File: config.mk
export PLATFORM = sky130hd
export DESIGN_NAME = mode_select_ctrl
export DESIGN_NICKNAME = d
export VERILOG_FILES = /design/src/rtl/mode_select_ctrl_pkg.sv /design/src/rtl/mode_select_ctrl_debounce.sv /design/src/rtl/mode_select_ctrl.sv
export SDC_FILE = /design/constraint.sdc
export NUM_CORES = 1
export LEC_CHECK = 0
export CORE_UTILIZATION = 60
export DETAILED_ROUTE_END_ITERATION = 6
export PLACE_DENSITY_LB_ADDON = 0.15
export RECOVER_POWER = 100
export SLEW_MARGIN = 40
export SYNTH_ARGS = -nofsm -noshare
export SYNTH_HDL_FRONTEND = slang
export SYNTH_SLANG_ARGS = --single-unit
export TNS_END_PERCENT = 30
File: constraint.sdc
create_clock -name clk -period 2.3 [get_ports clk]
set_input_delay 0.46 -clock clk [delete_from_list [all_inputs] [get_ports clk]]
set_output_delay 0.46 -clock clk [all_outputs]
set_load 0.1 [all_outputs]
File: src/rtl/mode_select_ctrl_pkg.sv
// mode_select_ctrl_pkg: shared widths, mode/song codes, key indices and cursor stepping.
// Revision 1.0
`default_nettype none

package mode_select_ctrl_pkg;

  localparam int STATE_BITS = 3;
  localparam int SONG_BITS  = 1;
  localparam int NUM_KEYS   = 4;

  localparam int KEY_UP   = 0;
  localparam int KEY_DOWN = 1;
  localparam int KEY_OK   = 2;
  localparam int KEY_BACK = 3;

  typedef enum logic [STATE_BITS-1:0] {
    MENU_MODE = 3'd0,
    FREE_MODE = 3'd1,
    AUTO_MODE = 3'd2,
    STDY_MODE = 3'd3,
    PLAY_MODE = 3'd4,
    SET_MODE  = 3'd5
  } mode_e;

  typedef enum logic [SONG_BITS-1:0] {
    LITTLE_STAR = 1'b0,
    TWO_TIGERS  = 1'b1
  } song_e;

  // Cursor walks the five non-menu modes as a ring: free..set.
  function automatic logic [STATE_BITS-1:0] cursor_step(
    input logic [STATE_BITS-1:0] cur,
    input logic                  fwd
  );
    logic [STATE_BITS-1:0] nxt;
    if (fwd) begin
      nxt = (cur == SET_MODE) ? FREE_MODE : cur + 3'd1;
    end else begin
      nxt = (cur == FREE_MODE) ? SET_MODE : cur - 3'd1;
    end
    return nxt;
  endfunction

endpackage

`default_nettype wire

File: src/rtl/mode_select_ctrl_debounce.sv
// key_debounce: 2-FF synchroniser, level debouncer and single press pulse for one raw button.
// Revision 1.0
`default_nettype none

module key_debounce #(
  parameter int DEBOUNCE_CYC = 2_000_000
) (
  input  logic clk,
  input  logic rst_n,
  input  logic key_raw,
  output logic key_pulse
);

  localparam int CNT_W = (DEBOUNCE_CYC > 1) ? $clog2(DEBOUNCE_CYC) : 1;
  localparam logic [CNT_W-1:0] CNT_LAST = CNT_W'(DEBOUNCE_CYC - 1);

  logic             r_meta;
  logic             r_sync;
  logic [1:0]       r_vld;
  logic             r_armed;
  logic             r_stable;
  logic [CNT_W-1:0] r_cnt;
  logic             r_pulse;
  logic             w_diff;
  logic             w_accept;

  assign w_diff    = (r_sync != r_stable);
  assign w_accept  = w_diff && (r_cnt == CNT_LAST);
  assign key_pulse = r_pulse;

  // r_armed stays low until the synchroniser has shown a released key,
  // so a button held through reset cannot fire on its own.
  always_ff @(posedge clk or negedge rst_n) begin
    if (!rst_n) begin
      r_meta   <= 1'b0;
      r_sync   <= 1'b0;
      r_vld    <= 2'b00;
      r_armed  <= 1'b0;
      r_stable <= 1'b0;
      r_cnt    <= '0;
      r_pulse  <= 1'b0;
    end else begin
      r_meta <= key_raw;
      r_sync <= r_meta;
      r_vld  <= {r_vld[0], 1'b1};
      if (r_vld[1] && !r_sync) begin
        r_armed <= 1'b1;
      end
      if (!w_diff) begin
        r_cnt <= '0;
      end else if (w_accept) begin
        r_cnt    <= '0;
        r_stable <= r_sync;
      end else begin
        r_cnt <= r_cnt + 1'b1;
      end
      r_pulse <= w_accept && r_sync && r_armed;
    end
  end

endmodule

`default_nettype wire

File: src/rtl/mode_select_ctrl.sv
// mode_select_ctrl: debounced front-panel keys driving the mode/song selection FSM.
// Revision 1.0 -- optional idle auto-return to menu built when IDLE_TIMEOUT_EN is defined.
`default_nettype none

module mode_select_ctrl
  import mode_select_ctrl_pkg::*;
#(
  parameter int          DEBOUNCE_CYC = 2_000_000,
  parameter logic [31:0] IDLE_CYC     = 32'd3_000_000_000
) (
  input  logic                  clk,
  input  logic                  rst_n,
  input  logic                  key_up,
  input  logic                  key_down,
  input  logic                  key_ok,
  input  logic                  key_back,
  input  logic                  busy,
  output logic [STATE_BITS-1:0] state,
  output logic [STATE_BITS-1:0] cursor,
  output logic [SONG_BITS-1:0]  song,
  output logic                  mode_chg,
  output logic                  song_chg
);

  logic [NUM_KEYS-1:0]   w_key_raw;
  logic [NUM_KEYS-1:0]   w_pulse;
  logic                  w_up;
  logic                  w_down;
  logic                  w_ok;
  logic                  w_back;
  logic                  w_timeout;

  mode_e                 r_state;
  logic [STATE_BITS-1:0] r_cursor;
  song_e                 r_song;
  logic                  r_mode_chg;
  logic                  r_song_chg;
  mode_e                 w_state_nxt;
  logic [STATE_BITS-1:0] w_cursor_nxt;
  song_e                 w_song_nxt;

  assign w_key_raw[KEY_UP]   = key_up;
  assign w_key_raw[KEY_DOWN] = key_down;
  assign w_key_raw[KEY_OK]   = key_ok;
  assign w_key_raw[KEY_BACK] = key_back;

  generate
    for (genvar i = 0; i < NUM_KEYS; i++) begin : g_key
      key_debounce #(
        .DEBOUNCE_CYC(DEBOUNCE_CYC)
      ) u_debounce (
        .clk      (clk),
        .rst_n    (rst_n),
        .key_raw  (w_key_raw[i]),
        .key_pulse(w_pulse[i])
      );
    end
  endgenerate

  // Only the highest-priority key of a simultaneous group acts.
  assign w_back = w_pulse[KEY_BACK];
  assign w_ok   = w_pulse[KEY_OK] && !w_back;
  assign w_up   = w_pulse[KEY_UP] && !w_pulse[KEY_OK] && !w_back;
  assign w_down = w_pulse[KEY_DOWN] && !w_pulse[KEY_UP] && !w_pulse[KEY_OK] && !w_back;

`ifdef IDLE_TIMEOUT_EN
  logic [31:0] r_idle;
  logic        w_idle_mode;

  assign w_idle_mode = (r_state == FREE_MODE) || (r_state == SET_MODE);
  assign w_timeout   = w_idle_mode && !(|w_pulse) && (r_idle == IDLE_CYC - 32'd1);

  always_ff @(posedge clk or negedge rst_n) begin
    if (!rst_n) begin
      r_idle <= '0;
    end else if (!w_idle_mode || (|w_pulse) || (w_state_nxt != r_state)) begin
      r_idle <= '0;
    end else begin
      r_idle <= r_idle + 32'd1;
    end
  end
`else
  // No idle timer in this build; the parameter only keeps the interface uniform.
  assign w_timeout = 1'b0 & (IDLE_CYC == 32'd0);
`endif

  always_comb begin
    w_state_nxt  = r_state;
    w_cursor_nxt = r_cursor;
    w_song_nxt   = r_song;
    case (r_state)
      MENU_MODE: begin
        if (w_ok) begin
          w_state_nxt = mode_e'(r_cursor);
        end else if (w_up) begin
          w_cursor_nxt = cursor_step(r_cursor, 1'b1);
        end else if (w_down) begin
          w_cursor_nxt = cursor_step(r_cursor, 1'b0);
        end
      end
      FREE_MODE, SET_MODE: begin
        if (w_back || w_timeout) begin
          w_state_nxt  = MENU_MODE;
          w_cursor_nxt = r_state;
        end
      end
      AUTO_MODE, STDY_MODE, PLAY_MODE: begin
        if (w_back) begin
          w_state_nxt  = MENU_MODE;
          w_cursor_nxt = r_state;
        end else if ((w_up || w_down) && !busy) begin
          w_song_nxt = (r_song == LITTLE_STAR) ? TWO_TIGERS : LITTLE_STAR;
        end
      end
      default: begin
        w_state_nxt = MENU_MODE;
      end
    endcase
  end

  always_ff @(posedge clk or negedge rst_n) begin
    if (!rst_n) begin
      r_state    <= MENU_MODE;
      r_cursor   <= FREE_MODE;
      r_song     <= LITTLE_STAR;
      r_mode_chg <= 1'b0;
      r_song_chg <= 1'b0;
    end else begin
      r_state    <= w_state_nxt;
      r_cursor   <= w_cursor_nxt;
      r_song     <= w_song_nxt;
      r_mode_chg <= (w_state_nxt != r_state);
      r_song_chg <= (w_song_nxt != r_song);
    end
  end

  assign state    = r_state;
  assign cursor   = r_cursor;
  assign song     = r_song;
  assign mode_chg = r_mode_chg;
  assign song_chg = r_song_chg;

endmodule

`default_nettype wire
Word level (Yosys, flattened, before mapping)
Index checks and enable logic that the tools add are counted.

storage, ports and cells
  bits in registers = 121
  input port bits = 7
  output and inout port bits = 9
  word-level logic and storage cells = 122

cells by class
  add/sub/neg operators = 6
  eq/ne operators = 20
  mux-type cells = 22
  reductions and logical operators = 41

operators by type and width
  operator                                           number
  two-way mux 21 bit                                 8
  adder 21 x 1 -> 21 bit (second input constant)     4
  == test 21 bit (second input constant)             4
  two-way mux 3 bit                                  8
  logical AND 1 bit                                  23
  case mux 3 bit (2 select lines)                    2
  == test 3 bit (second input constant)              3
  zero test 1 bit                                    8
  AND reduction 2 bit                                4
  == test 3 x 1 -> 1 bit (second input constant)     2
  == test 3 x 2 -> 1 bit (second input constant)     2
  != test 1 bit                                      5
  OR reduction 5 bit                                 1
  two-way mux 1 bit                                  4
  AND reduction 4 bit                                1
  adder 3 x 1 -> 3 bit (second input constant)       1
  zero test 3 bit                                    1
  != test 3 bit                                      1
  != test 3 bit (second input constant)              1
  OR reduction 3 bit                                 1
  subtractor 3 x 1 -> 3 bit (second input constant)  1
  != test 2 x 1 -> 1 bit (second input constant)     1
  != test 2 bit (second input constant)              1
  nonzero test 2 bit                                 1
  logical OR 1 bit                                   1

Longest topological paths before layout
Gate-level depths: netlist of the first run.

  depth in word-level cells = 10
  gate-level depth with buffers = 7
  depth with buffers taken out = 6

By module
Synthesis of the first run repeated with hierarchy kept, for this count alone.

second synthesis, totals
  cells, all modules = 571
  area, all modules = 5,868.1 sq um

modules (own cells, without submodules)
  module            times used  cells each  area an instance (sq um)  sequential area each (sq um)
  key_debounce      4           126         1,301.2                   700.7
  mode_select_ctrl  1           67          663.1                     226.5

Worst setup path before layout of the first run
Ideal clock, no wire load.

  kind = register -> register
  start = register r_state[2] (netlist: state[2])
  end = register r_cursor[0] (netlist: cursor[0])
  setup time = 82 ps
  data arrival time = 2,074 ps
  required time = 2,218 ps
  path slack = 144 ps
  stages on the path, launching flop included = 6
  path buffers = 1
  clock period less this slack = 2,156 ps
  cells stage by stage = dfrtp_1 -> clkbuf_1 -> nand3b_1 -> o21ai_0 -> nor2_1 -> mux2_2

on the way
  word-level cells in the longest chain between the ends = 4
  elaborated cells between the ends (all ways) = 13
  those cells by class = eq/ne (8); mux (1); reduce/logical (4)

RTL lines
  item                                                                           line                     RTL
  from (decl)                                                                    mode_select_ctrl.sv:33   mode_e r_state;
  from (signal assigned)                                                         mode_select_ctrl.sv:129  r_state <= w_state_nxt;
  == test 3 x 2 -> 1 bit (tied with other cells)                                 mode_select_ctrl.sv:91   case (r_state)
  OR reduction 5 bit (no source line)                                            -
  != test 2 x 1 -> 1 bit (no source line) or nonzero test 2 bit (tied branches)  -
  AND reduction 4 bit (no source line)                                           -
  to (signal assigned)                                                           mode_select_ctrl.sv:130  r_cursor <= w_cursor_nxt;
  to (decl)                                                                      mode_select_ctrl.sv:34   logic [STATE_BITS-1:0] r_cursor;

Several ways; a longest one is shown, not always the timed one.
A chain may end at the register's enable or synchronous reset.

Final worst setup path of the first run
  start = register g_key[0].u_debounce.r_cnt[13]
  end = register g_key[0].u_debounce.r_cnt[15]

on the way
  word-level cells in the longest chain between the ends = 4
  elaborated cells between the ends (all ways) = 5
  those cells by class = add/sub (1); eq/ne (1); mux (2); reduce/logical (1)

RTL lines
  item                                                                            line                             RTL
  from (decl)                                                                     mode_select_ctrl_debounce.sv:22  logic [CNT_W-1:0] r_cnt;
  from (signal assigned)                                                          mode_select_ctrl_debounce.sv:55  r_cnt <= r_cnt + 1'b1;
  parallel branches: the longest is 2 deep, another holds adder 21 x 1 -> 21 bit  -
  two-way mux 21 bit *                                                            mode_select_ctrl_debounce.sv:51  end else if (w_accept) begin
  two-way mux 21 bit *                                                            mode_select_ctrl_debounce.sv:49  if (!w_diff) begin

Every way passes the cells marked *.

==> results of run 1 <==
## cells by family after synthesis
family	count (synthesis)	synth area share, %
AOI/OAI and AO/OA	78	8.58
adders and majority gates	8	1.80
muxes	4	0.765
and+or+nand+nor	248	24.6
other	1	0.0675
xor gates and xnor gates	59	9.30
DFF	115	51.8
buffers and inverters	39	3.11
## critical path: stages, from the launching register on
cell and delay [ns]:
dfrtp_1 0.43, or4_1 0.56, or4_4 0.58, o21ai_2 0.12, clkbuf_4 0.28, a21oi_1 0.08
## per-stage QoR
step                hold slack, ns  instance area [sq um]  setup WS (ns)  power, mW  util, %
global placement             0.334                   5870          0.221       2.25     66.3
finish                       0.350                   6390          0.118       4.75     72.2
global route                 0.353                   6390         0.0319       4.90     72.2
detailed placement           0.340                   5870          0.173       2.25     66.3
floorplan                    0.164                   5560          0.144       2.17        -
CTS                          0.353                   6460          0.147       4.80     73.0
## layout make-up
type / instances / area [sq um]
clock buffer: 18 / 428
inverter: 23 / 86.3
fill: 659 / 2460
clock inverter: 14 / 153
multi-input combinational: 398 / 2500
sequential: 115 / 2880
tap: 108 / 135
timing repair buffer: 29 / 211
## layout by cell type, fill, tap and decap left out, drive strengths merged, types with 8 or more instances in the layout
cell and count:
nand3 30, clkbuf 34, nor4 14, inv 26
a21oi 24, o21ai 27, nor2 68, xor2 27
o31ai 10, or4 18, or3 18, ha 8
dfrtp 114, nor3 15, nand4 22, xnor2 32
nand2 27
## state kept, by name (all words and copies together), names as in the netlist
name / flops
cursor: 3
g_key.u_debounce.key_pulse: 4
g_key.u_debounce.r_armed: 4
g_key.u_debounce.r_cnt: 84
g_key.u_debounce.r_meta: 4
g_key.u_debounce.r_stable: 4
g_key.u_debounce.r_sync: 4
g_key.u_debounce.r_vld: 2
mode_chg: 1
song: 1
song_chg: 1
state: 3
## metal layers
layer  share of wire [%]  vias up
li1                    -     2040
met1                  47     2067
met2                  49       74
met3                 3.3       10
met4                0.81        0
met5                   0        -
## power breakdown
part           switching (mW)  internal [mW]  total [mW]
sequential             0.0247           2.05        2.08
combinational          0.0930         0.0384       0.131
clock                   0.968           1.58        2.54
total                    1.09           3.67        4.75
## worst max-delay path by stage
stage	depth (start not counted)	to	slack (ns)	start
floorplan	5	cursor[0]	0.14	state[2]
global placement	5	g_key[2].u_debounce.r_cnt[14]	0.22	g_key[2].u_debounce.r_cnt[14]
detailed placement	5	g_key[0].u_debounce.r_cnt[15]	0.17	g_key[0].u_debounce.r_cnt[13]
CTS	5	g_key[0].u_debounce.r_cnt[20]	0.15	g_key[0].u_debounce.r_cnt[13]
global route	5	g_key[0].u_debounce.r_cnt[20]	0.03	g_key[0].u_debounce.r_cnt[13]
finish	5	g_key[0].u_debounce.r_cnt[15]	0.12	g_key[0].u_debounce.r_cnt[13]
==> results by group, run 1 <==
Setup path
  – Critical path capture point type: register
  – Crit start category: register
  – R2R Path Start: g_key[0].u_debounce.r_cnt[13]
  – Crit Path Class: register to register
  – Data arrival, critical path: 2.56 ns
  – R2R cell count: 5
  – Critical path peak fanout: 20
  – Register-to-register setup slack: 0.12 ns
  – Reg2Reg Capture Point: g_key[0].u_debounce.r_cnt[15]
  – Worst EP required: 2.68 ns

Clocking
  – CTS tree: built
  – Number of H-tree levels: 4
  – Later-pin clock latency in the skew report: 0.51 ns
  – Max Buffers Root-to-Sink: 2
  – # Post-CTS Setup Buffers: 0
  – Resized Gates After CTS: 0
  – CTS clk-pin slew, worst paths: 0.06 ns
  – Total CTS buffers: 17
  – Root buf cell: clkbuf_8
  – Clock sink count: 115
  – Post-CTS Hold Buffers: 1

Die
  – # rows: 34
  – IO Pins: 16
  – Die area: 0.00965 sq mm
  – Core area: 0.00885 sq mm
  – Die W: 98.3 um
  – Die Ht: 98.3 um
  – Initial core utilization: 62.8%

Timing
  – # setup viols final: 0
  – Max Slew Vio Count: 0
  – Final period util: 94.9%
  – Fmax achieved: 0.458 GHz
  – Clock Skew: 0.00819 ns
  – RSZ-0062 raised after global routing: false
  – Worst Tran Pin Value: 1.02 ns
  – Slew headroom: 32.3%
  – Crit path time final: 2.18 ns
  – Hold Violations, Final: 0
  – Setup_tns: 0 ns

Drt
  – Final antenna-violating net count: 0
  – Via count: 4,191
  – Pre-antenna DRT Iters: 6
  – # DRC: 0
  – 1st-iter DRT viols: 131
  – Final WL: 10,700 um
  – DR vias/cell: 5.94
  – Wirelength per Cell: 15.1 um

Synthesis
  – Top-area cell type share of the netlist area: 51.3%
  – Top-count cell post-synth: dfrtp_1
  – Cell taking the most area after synthesis: dfrtp_1
  – Cell count after synthesis: 552
  – List of most frequent post-synthesis cells: dfrtp_1 (114), nor2_1 (68), xnor2_1 (32), nand3_1 (28)
  – Post-Syn Area: 0.00556 sq mm
  – Yosys warning total: 0
  – Synth Flop Type: dfrtp_1
  – Post-Syn Nets: 567
  – Synthesized area per cell: 10.1 sq um
  – Netlist cell types: 51
  – Post-synthesis sequential area ratio: 51.8%
  – Post-synth EDFFs: 0
  – Synthesis-stage register bit count: 115
  – Async set-reset flop share out of synthesis: 100%
  – Most area-consuming cells after synthesis: dfrtp_1 (51%), xnor2_1 (5.0%), nor2_1 (4.6%), xor2_1 (4.3%), nand3_1 (2.5%)

Place
  – Post-Place Cells: 672
  – Routability cong.: 0.853
  – Port buffer count: 15
  – Final HPWL DP: 6790 um

Power and ir drop
  – LEAKAGE: 2.61 nW
  – Power density over the cells: 743 mW/mm^2
  – Peak VDD IR: 506 uV

Job
  – Max-cap violations: 0

Final layout
  – Share of cells above drive strength 1: 11.6%
  – Nets: 599
  – Area Overhead vs Synth: 15.0%
  – Fin cells: 705
  – ANT cells: 0

Global routing
  – Met3 GRT Util: 6.23%
  – GR Util met2: 38.8%
  – GRT overflow: 0
  – Pin count of the biggest net entering global routing: 42
  – Gr usage total: 24.4%
  – Gr busiest metal: met2
  – First-pass GRT wire length: 18,800 um
  – Met1 Track Usage GR: 32.6%
  – Initial antenna violation count: 0
  – Vias in the first global route: 4,117

Run status
  – Status: finished clean

Hold path
  – WHS Path Cells: 0
  – HP Class: register to register
  – Min-delay src: g_key[3].u_debounce.r_vld[0]
  – Hold EP: g_key[0].u_debounce.r_vld[1]
Power figures use the tool's default switching activity.
==> run 2, diff against run 1 <==
--- a/config.mk
+++ b/config.mk
@@ -6,6 +6,7 @@
 export NUM_CORES = 1
 export LEC_CHECK = 0
 export CORE_UTILIZATION = 60
+export CTS_CLUSTER_DIAMETER = 200
 export DETAILED_ROUTE_END_ITERATION = 6
 export PLACE_DENSITY_LB_ADDON = 0.15
 export RECOVER_POWER = 100
==> results of run 2 <==
No change in the layout: final DEF, timing and power equal those of run 1.
==> run 3, diff against run 2 <==
--- a/config.mk
+++ b/config.mk
@@ -5,6 +5,7 @@
 export SDC_FILE = /design/constraint.sdc
 export NUM_CORES = 1
 export LEC_CHECK = 0
+export ABC_AREA = 1
 export CORE_UTILIZATION = 60
 export CTS_CLUSTER_DIAMETER = 200
 export DETAILED_ROUTE_END_ITERATION = 6
==> results by group, run 3 <==
Power and ir drop
  – Sequential share of power: 41.3%
  – Switching Share: 21.9%
  – LEAKAGE: 3.41 nW
  – Net switching power: 1.10 mW
  – Power density over the cells: 682 mW/mm^2
  – Power share of the combinational group: 2.7%
  – Clk network pwr share: 56.1%
  – Peak VDD IR: 509 uV
  – Power Internal: 3.92 mW

Place
  – Placed cell areas: 0.00678 sq mm
  – Port buffer count: 15
  – Routability cong.: 0.982
  – Final HPWL DP: 10,600 um
  – Pre-CTS setup slack: 0.598 ns

Timing
  – Setup_tns: 0 ns
  – Worst setup margin: 0.332 ns
  – Clock Skew: 0.00529 ns
  – Worst Tran Pin Value: 1.02 ns
  – Slew headroom: 32.2%
  – Fin Hold WS: 0.346 ns
  – Final period util: 85.6%
  – Fmax achieved: 0.508 GHz
  – Crit path time final: 1.97 ns
  – RSZ-0062 raised after global routing: false
  – # setup viols final: 0
  – Max Slew Vio Count: 0
  – Hold Violations, Final: 0

Synthesis
  – Top-area cell type share of the netlist area: 44.3%
  – Yosys warning total: 0
  – Post-Syn Nets: 898
  – List of most frequent post-synthesis cells: nand2_1 (228), nor2_1 (186), dfrtp_1 (114), inv_1 (101), nand3_1 (62)
  – Top-count cell post-synth: nand2_1
  – Cell count after synthesis: 883
  – Synthesized area per cell: 7.30 sq um
  – Post-Syn Area: 0.00644 sq mm
  – Synth Flop Type: dfrtp_1
  – Post-synth EDFFs: 0
  – Cell taking the most area after synthesis: dfrtp_1
  – Synthesis-stage register bit count: 115
  – Async set-reset flop share out of synthesis: 100%
  – Post-synthesis sequential area ratio: 44.7%
  – Netlist cell types: 38
  – Most area-consuming cells after synthesis: dfrtp_1 (44%), nand2_1 (13%), nor2_1 (11%), inv_1 (5.9%), nand3_1 (4.8%)

Global routing
  – Vias in the first global route: 5,574
  – GRT overflow: 0
  – First-pass GRT wire length: 25,500 um
  – Initial antenna violation count: 0
  – Gr usage total: 29.0%
  – Pin count of the biggest net entering global routing: 40

Setup path
  – Data arrival, critical path: 1.51 ns
  – CP top delay family: buffers and inverters
  – CP max stage cell: clkbuf_2
  – Register-to-register setup slack: 0.39 ns
  – Critical-path cell list: clkbuf_2
  – Crit start category: register
  – Critical path capture point type: primary output
  – Critical path peak fanout: 6
  – Crit Path Class: register to primary output
  – Worst EP required: 1.84 ns
  – Crit-path max cell delay: 0.51 ns
  – Critical path buffers and inverters: 1

Final layout
  – ANT cells: 0
  – Area Overhead vs Synth: 14.3%
  – Biggest register: g_key.u_debounce.r_cnt
  – Largest register FFs: 84
  – Commonest non-fill, non-tap cell in the layout: nand2_1
  – Final Cell Area: 0.00737 sq mm
  – Nets: 934
  – Commonest cells after routing, fill and taps aside: nand2_1 (232), nor2_1 (190), dfrtp_1 (114), inv_1 (104), nand3_1 (63)
  – Share of cells above drive strength 1: 8.37%

Drt
  – Final antenna-violating net count: 0
  – Final WL: 14,500 um
  – 1st-iter DRT viols: 404
  – Wirelength per Cell: 13.6 um
  – DR vias/cell: 5.44
  – Pre-antenna DRT Iters: 5
  – # DRC: 0
  – Via count: 5,807

Die
  – Die W: 106 um
  – Die area: 0.0112 sq mm
  – Core area: 0.0104 sq mm
  – Initial core utilization: 62.1%
  – Die Ht: 106 um
  – IO Pins: 16
  – # rows: 37

Hold path
  – HP Class: register to register

Clocking
  – Clock sink count: 115
  – Later-pin clock latency in the skew report: 0.53 ns
  – CTS clk-pin slew, worst paths: 0.06 ns
  – Total CTS buffers: 17
  – Root buf cell: clkbuf_8
  – CTS tree: built
  – Max Buffers Root-to-Sink: 2
  – Resized Gates After CTS: 0
  – Number of H-tree levels: 4

Job
  – Max-cap violations: 0

Run status
  – Status: finished clean
[run 3: cells by family after synthesis]
group	synth area share (%)
compound gates	2.56
xor+xnor	5.01
flops	44.7
fa+ha+maj	1.55
other cells	0.0582
simple gates	39.1
buf+inv	6.99
[run 3: what timing repair did]
action / CTS / global route
setup buffers: 0 / 0
hold buffers: 1 / 0
hold endpoints to repair: 35 / 0
setup endpoints to repair: 0 / 0
[run 3: through the flow]
step	power (mW)	util, %	cells
floorplan	2.17	-	883
global placement	2.24	65.4	1035
detailed placement	2.25	65.4	1035
CTS	5.06	71.7	1068
global route	5.17	71.0	1068
finish	5.02	71.0	1068
[run 3: worst reg2reg max path: cells and delay by family (launching register included)]
| kind | cells | cell delay, ns |
|---|---|---|
| DFF | 1 | 0.41 |
| buffers and inverters | 2 | 0.09 |
| adders and majority gates | 1 | 0.19 |
| and+or+nand+nor | 7 | 1.13 |
[run 3: per-layer routing]
layer,GRT usage [%],share of wire [%]
met5,0,0
met4,11.5,2.0
met3,6.68,6.7
met2,45.9,47
met1,38.9,45
[run 3: final cells by class]
class,count,area [sq um]
fillers,865,3000
well taps,136,170
clock inverters,13,198
clock buffers,19,442
inverters,115,432
multi-input cells,649,3070
repair buffers,21,173
flip-flops and latches,115,2880
[run 3: final timing paths]
check                                                  start                       endpoint  cells after the start
min in group asynchronous                              rst_n  g_key[2].u_debounce.r_cnt[15]                      2
worst max register to register  g_key[0].u_debounce.r_cnt[0]   g_key[0].u_debounce.r_cnt[0]                     10
worst min register to register    g_key[2].u_debounce.r_meta     g_key[2].u_debounce.r_sync                      0
worst min-delay path              g_key[2].u_debounce.r_meta     g_key[2].u_debounce.r_sync                      0
max in group asynchronous                              rst_n  g_key[3].u_debounce.r_cnt[14]                      3
worst max-delay path                               cursor[1]                      cursor[1]                      1
[run 3: power by group through the flow]
stage | Combinational, mW | Sequential, mW | Clock, mW
after floorplan | 0.0626 | 2.10 | 0
after global placement | 0.136 | 2.11 | 0
after detailed placement | 0.141 | 2.11 | 0
after CTS | 0.143 | 2.07 | 2.85
after global routing | 0.158 | 2.08 | 2.93
final | 0.135 | 2.07 | 2.82
